===== config.mk =====
export PLATFORM = sky130hd
export DESIGN_NAME = regfile_write_arbiter
export DESIGN_NICKNAME = d
export VERILOG_FILES = /design/src/rtl/regfile_write_arbiter.sv
export SDC_FILE = /design/constraint.sdc
export NUM_CORES = 1
export LEC_CHECK = 0
export CORE_ASPECT_RATIO = 0.8
export CORE_MARGIN = 4
export CORE_UTILIZATION = 35
export CTS_CLUSTER_DIAMETER = 40
export DETAILED_ROUTE_END_ITERATION = 10
export PLACE_DENSITY = 0.75
export SETUP_SLACK_MARGIN = 0.02
export SLEW_MARGIN = 30
export SYNTH_ARGS = -nofsm -noshare
export SYNTH_HDL_FRONTEND = slang
export SYNTH_SLANG_ARGS = --single-unit

===== constraint.sdc =====
create_clock -name i_clk -period 1.47 [get_ports i_clk]
set_input_delay 0.294 -clock i_clk [delete_from_list [all_inputs] [get_ports i_clk]]
set_output_delay 0.294 -clock i_clk [all_outputs]
set_load 0.02 [all_outputs]

===== src/rtl/regfile_write_arbiter.sv =====
// regfile_write_arbiter: arbitrates ALU (A) and load (B) writebacks onto one register-file write port.
// Round-robin by default; define REGARB_FIXED_PRIO_EN to give port A fixed priority.
module regfile_write_arbiter #(
  parameter int ADDR_W = 2,
  parameter int DATA_W = 16,
  parameter int CNT_W  = 8
) (
  input  logic                   i_clk,
  input  logic                   i_rst_n,
  input  logic                   i_stall,
  input  logic                   i_a_valid,
  output logic                   o_a_ready,
  input  logic [ADDR_W-1:0]      i_a_rd,
  input  logic [DATA_W-1:0]      i_a_data,
  input  logic                   i_b_valid,
  output logic                   o_b_ready,
  input  logic [ADDR_W-1:0]      i_b_rd,
  input  logic [DATA_W-1:0]      i_b_data,
  output logic                   o_reg_write,
  output logic [ADDR_W-1:0]      o_rd,
  output logic [DATA_W-1:0]      o_write_data,
  output logic [(1<<ADDR_W)-1:0] o_pending,
  output logic                   o_last_grant,
  output logic [CNT_W-1:0]       o_conflict_count
);
  localparam int NREG = 1 << ADDR_W;
  logic              r_reg_write;
  logic [ADDR_W-1:0] r_rd;
  logic [DATA_W-1:0] r_write_data;
  logic              r_last_grant;
  logic [CNT_W-1:0]  r_cnt;
  logic              w_grant_a;
  logic              w_grant_b;
  logic              w_conflict;
  assign w_conflict = i_a_valid & i_b_valid & ~i_stall;
`ifdef REGARB_FIXED_PRIO_EN
  assign w_grant_a = i_a_valid & ~i_stall;
  assign w_grant_b = i_b_valid & ~i_stall & ~i_a_valid;
`else
  // On a conflict the port that did not win last time goes first.
  assign w_grant_a = i_a_valid & ~i_stall & (~i_b_valid | r_last_grant);
  assign w_grant_b = i_b_valid & ~i_stall & (~i_a_valid | ~r_last_grant);
`endif
  always_ff @(posedge i_clk or negedge i_rst_n)
    if (!i_rst_n) begin
      r_reg_write  <= 1'b0;
      r_rd         <= '0;
      r_write_data <= '0;
      r_last_grant <= 1'b1;
      r_cnt        <= '0;
    end else begin
      r_reg_write <= w_grant_a | w_grant_b;
      if (w_grant_a | w_grant_b) begin
        r_rd         <= w_grant_a ? i_a_rd : i_b_rd;
        r_write_data <= w_grant_a ? i_a_data : i_b_data;
        r_last_grant <= w_grant_b;
      end
      if (w_conflict && r_cnt != '1) r_cnt <= r_cnt + CNT_W'(1);
    end
  assign o_a_ready        = w_grant_a;
  assign o_b_ready        = w_grant_b;
  assign o_reg_write      = r_reg_write;
  assign o_rd             = r_rd;
  assign o_write_data     = r_write_data;
  assign o_pending        = r_reg_write ? {{(NREG-1){1'b0}}, 1'b1} << r_rd : '0;
  assign o_last_grant     = r_last_grant;
  assign o_conflict_count = r_cnt;
endmodule


==> summary.txt <==
Outcome
  – Status: finished with violations
  – Violated checks: negative setup slack

STA
  – RSZ-0062 raised after global routing: yes
  – Final setup violation count: 1
  – Final period utilization: 1.00
  – Fin. Hold Viols: 0
  – Setup ws final: -0.00582 ns
  – Tmin final: ~1.5 ns
  – Worst slew margin: 0.828
  – Worst hold margin: a little under 0.4 ns
  – Worst slew pin tran: 0.258 ns
  – Max Clk Rate: 678 MHz
  – Worst Skew: 0.00488 ns
  – Pins Over Slew Limit: 0

Worst hold path
  – HP Class: in -> async

Logic synthesis
  – Yosys top cell area share: 0.475
  – Syn_nets: around 180
  – Yosys Warn Count: 0
  – Synth Cell Area: 1420 µm²
  – Post-synthesis register bit count: 28
  – Post-synth cell types: 38
  – Syn_area_per_cell: approximately 10 µm²
  – Register area share after synthesis: 0.493
  – Top cells by area, synth: dfrtp_1 (47%), o32ai_1 (11%), nor3_1 (6.7%)
  – Yosys top cell by area: dfrtp_1
  – Cells after synthesis: 139

Floorplan
  – I/O pin count: 75
  – FP Rows: 20
  – Starting Density: 0.369
  – Die H: around 65 µm
  – Die area: approximately 5200 µm²
  – Total core area: 3850 µm²
  – Die X: 79.3 µm

Setup path
  – CP Class: reg -> out
  – Crit path max fanout: 4
  – Critical Path Source Type: flop
  – Worst Reg-to-Reg Cells: 4
  – Crit-path max cell delay: 0.58 ns
  – Critical R2R Launch: o_conflict_count[0]
  – R2r setup slk: about 0.09 ns
  – Crit Reg-Reg Endpoint: o_conflict_count[6]
  – Slowest-stage cell, CP: dfstp_2
  – CP top delay family: flip-flops
  – Required time worst endpoint: 1.18 ns
  – Sum of buffers and inverters on the critical path: 1
  – Worst path arrival time: 1.18 ns
  – Worst-path cell chain: and2_4 -> nor2_4 -> buf_6
  – Worst Setup End Kind: output port

Pwr
  – Pwr Total: between 0.002 and 0.003 W
  – Part of the power in registers: 0.413
  – Combinational share of power: 0.433
  – Leak Pwr: a little under 1 nW
  – Power per standard cell area: 1090 nW/µm²
  – Net Sw Frac: 0.373
  – Internal: 0.00168 W
  – Sw Pwr: 0.00100 W
  – Clock Power Share: 0.154
  – Worst vdd ir: 761 µV

Drt
  – DR vias: 1,441
  – DR iter-0 viols: 30
  – Remaining DRCs: 0
  – Aggregate routed wire length: 4.46 mm
  – 1st-pass router iterations: 4
  – DRT antenna net count: 0
  – Routed len/inst: 15.9 µm
  – Vias per cell: 5.15

Place
  – IO buf count: 74
  – Placed Cells: around 270
  – Placed cell area: 2340 µm²
  – Setup slack at placement: -0.543 ns
  – Final HPWL from detailed placement: roughly 3.3 mm
  – GPL Wtd Cong: around 0.79

Clock network
  – H-tree lvl count: 1
  – CTS tree: done
  – CTS root buffer: clkbuf_8
  – Clock transition at the registers of the reported paths: 0.09 ns
  – Clock sink count: 28
  – Cts bufs inserted: 3
  – Deepest clock path buffer count: 2
  – Clock latency on the worst-skew pair: 0.27 ns

Finish
  – Layout Nets: 268
  – Area Overhead vs Synth: 72.9%
  – Commonest non-fill, non-tap cells in the layout: clkdlybuf4s50_1 (37), dlygate4sd2_1 (30), nor3_1 (19), nor2_1 (19), dfrtp_1 (19)
  – Antenna Cells: 0
  – Post-Layout Inst Area: 2460 µm²
  – Share of cells above drive strength 1: 0.258
  – Non-Filler Instances: 280
  – Commonest non-fill, non-tap cell in the layout: clkdlybuf4s50_1

GRT
  – Initial antenna violation count: 0
  – Vias in the first global route: between 1.5k and 2k
  – Total GRT Usage: 0.187
  – First-pass GRT wire length: 7.54 mm
  – Largest net degree at the start of global routing: 29
  – Global route overflow: 0

Job
  – Max-cap violations: 0
==> synthesized netlist by cell type (all sizes together) <==
| cell type | n |
|---|---|
| o21bai | 1 |
| a2111oi | 1 |
| o32ai | 18 |
| nor2b | 1 |
| a211oi | 1 |
| o2111a | 1 |
| nor4 | 2 |
| nor3b | 1 |
| buf | 7 |
| a21boi | 1 |
| dfrtp | 27 |
| o21ai | 1 |
| or3 | 1 |
| nor3 | 19 |
| mux2 | 4 |
| a21oi | 1 |
| and3b | 2 |
| dfstp | 1 |
| o21ba | 1 |
| o31ai | 1 |
| xnor2 | 1 |
| nand2b | 3 |
| nor2 | 22 |
| and2 | 1 |
| nand2 | 9 |
| nand3 | 2 |
| nand3b | 1 |
| and3 | 3 |
| mux2i | 1 |
| clkbuf | 3 |
| ha | 1 |
==> sequential cells by signal (all words and copies together) (netlist names) <==
| signal | count |
|---|---|
| o_last_grant | 1 |
| o_rd | 2 |
| o_write_data | 16 |
| o_conflict_count | 8 |
| o_reg_write | 1 |
==> cell families (layout without fill, tap and decap cells) <==
group	count (synthesis)	in the layout	share of synthesized area
buffers and inverters	10	96	0.0396
muxes	5	5	0.0387
xor gates and xnor gates	1	1	0.00616
AOI/OAI and AO/OA	27	27	0.170
and+or+nand+nor	67	67	0.244
DFF	28	28	0.493
adders and majority gates	1	1	0.00879
==> through the flow <==
stage / setup TNS, ns / util
after CTS: -0.00199 / 0.619
final: -0.00582 / 0.638
after detailed placement: -7.64 / 0.606
after floorplan: 0 / -
after global routing: -0.0404 / 0.638
after global placement: -6.17 / 0.606
==> per-layer routing <==
layer / vias up / share of wire / GRT usage
met5: - / 0 / 0
li1: 693 / - / -
met3: 2 / 0.079 / 0.0514
met2: 70 / 0.48 / 0.325
met4: 0 / 0.0076 / 0.0472
met1: 676 / 0.44 / 0.229
==> layout make-up <==
type / instances / area (µm²)
fillers: 333 / 1390
repair buffers: 92 / 867
multi-input cells: 101 / 767
flip-flops and latches: 28 / 712
well taps: 55 / 68.8
clock buffers: 4 / 45.0
==> power by group through the flow <==
stage          sequential [W]  combinational [W]  clock, W
3_5_place_dp          0.00113            0.00116         0
6_report              0.00111            0.00116  0.000414
5_1_grt               0.00114            0.00127  0.000470
4_1_cts               0.00110            0.00112  0.000433
3_3_place_gp          0.00112            0.00114         0
2_1_floorplan         0.00130           0.000372         0
==> worst max-delay path by stage <==
stage,startpoint,to,cells after the start
floorplan,o_last_grant,o_b_ready,4
global placement,i_stall,o_a_ready,4
detailed placement,i_stall,o_a_ready,4
CTS,o_last_grant,o_b_ready,3
global route,o_last_grant,o_b_ready,3
finish,o_last_grant,o_b_ready,3
==> repair_timing <==
| item | CTS | global route |
|---|---|---|
| setup buffers | 3 | 1 |
| pin swaps | 2 | 2 |
| endpoints found under the setup margin | 39 | 8 |
| gates resized for setup | 70 | 22 |
| gates cloned | 0 | 0 |
| hold buffers | 0 | 0 |
| hold endpoints to repair | 0 | 0 |
Note: power is estimated with default switching activity, not from simulation.
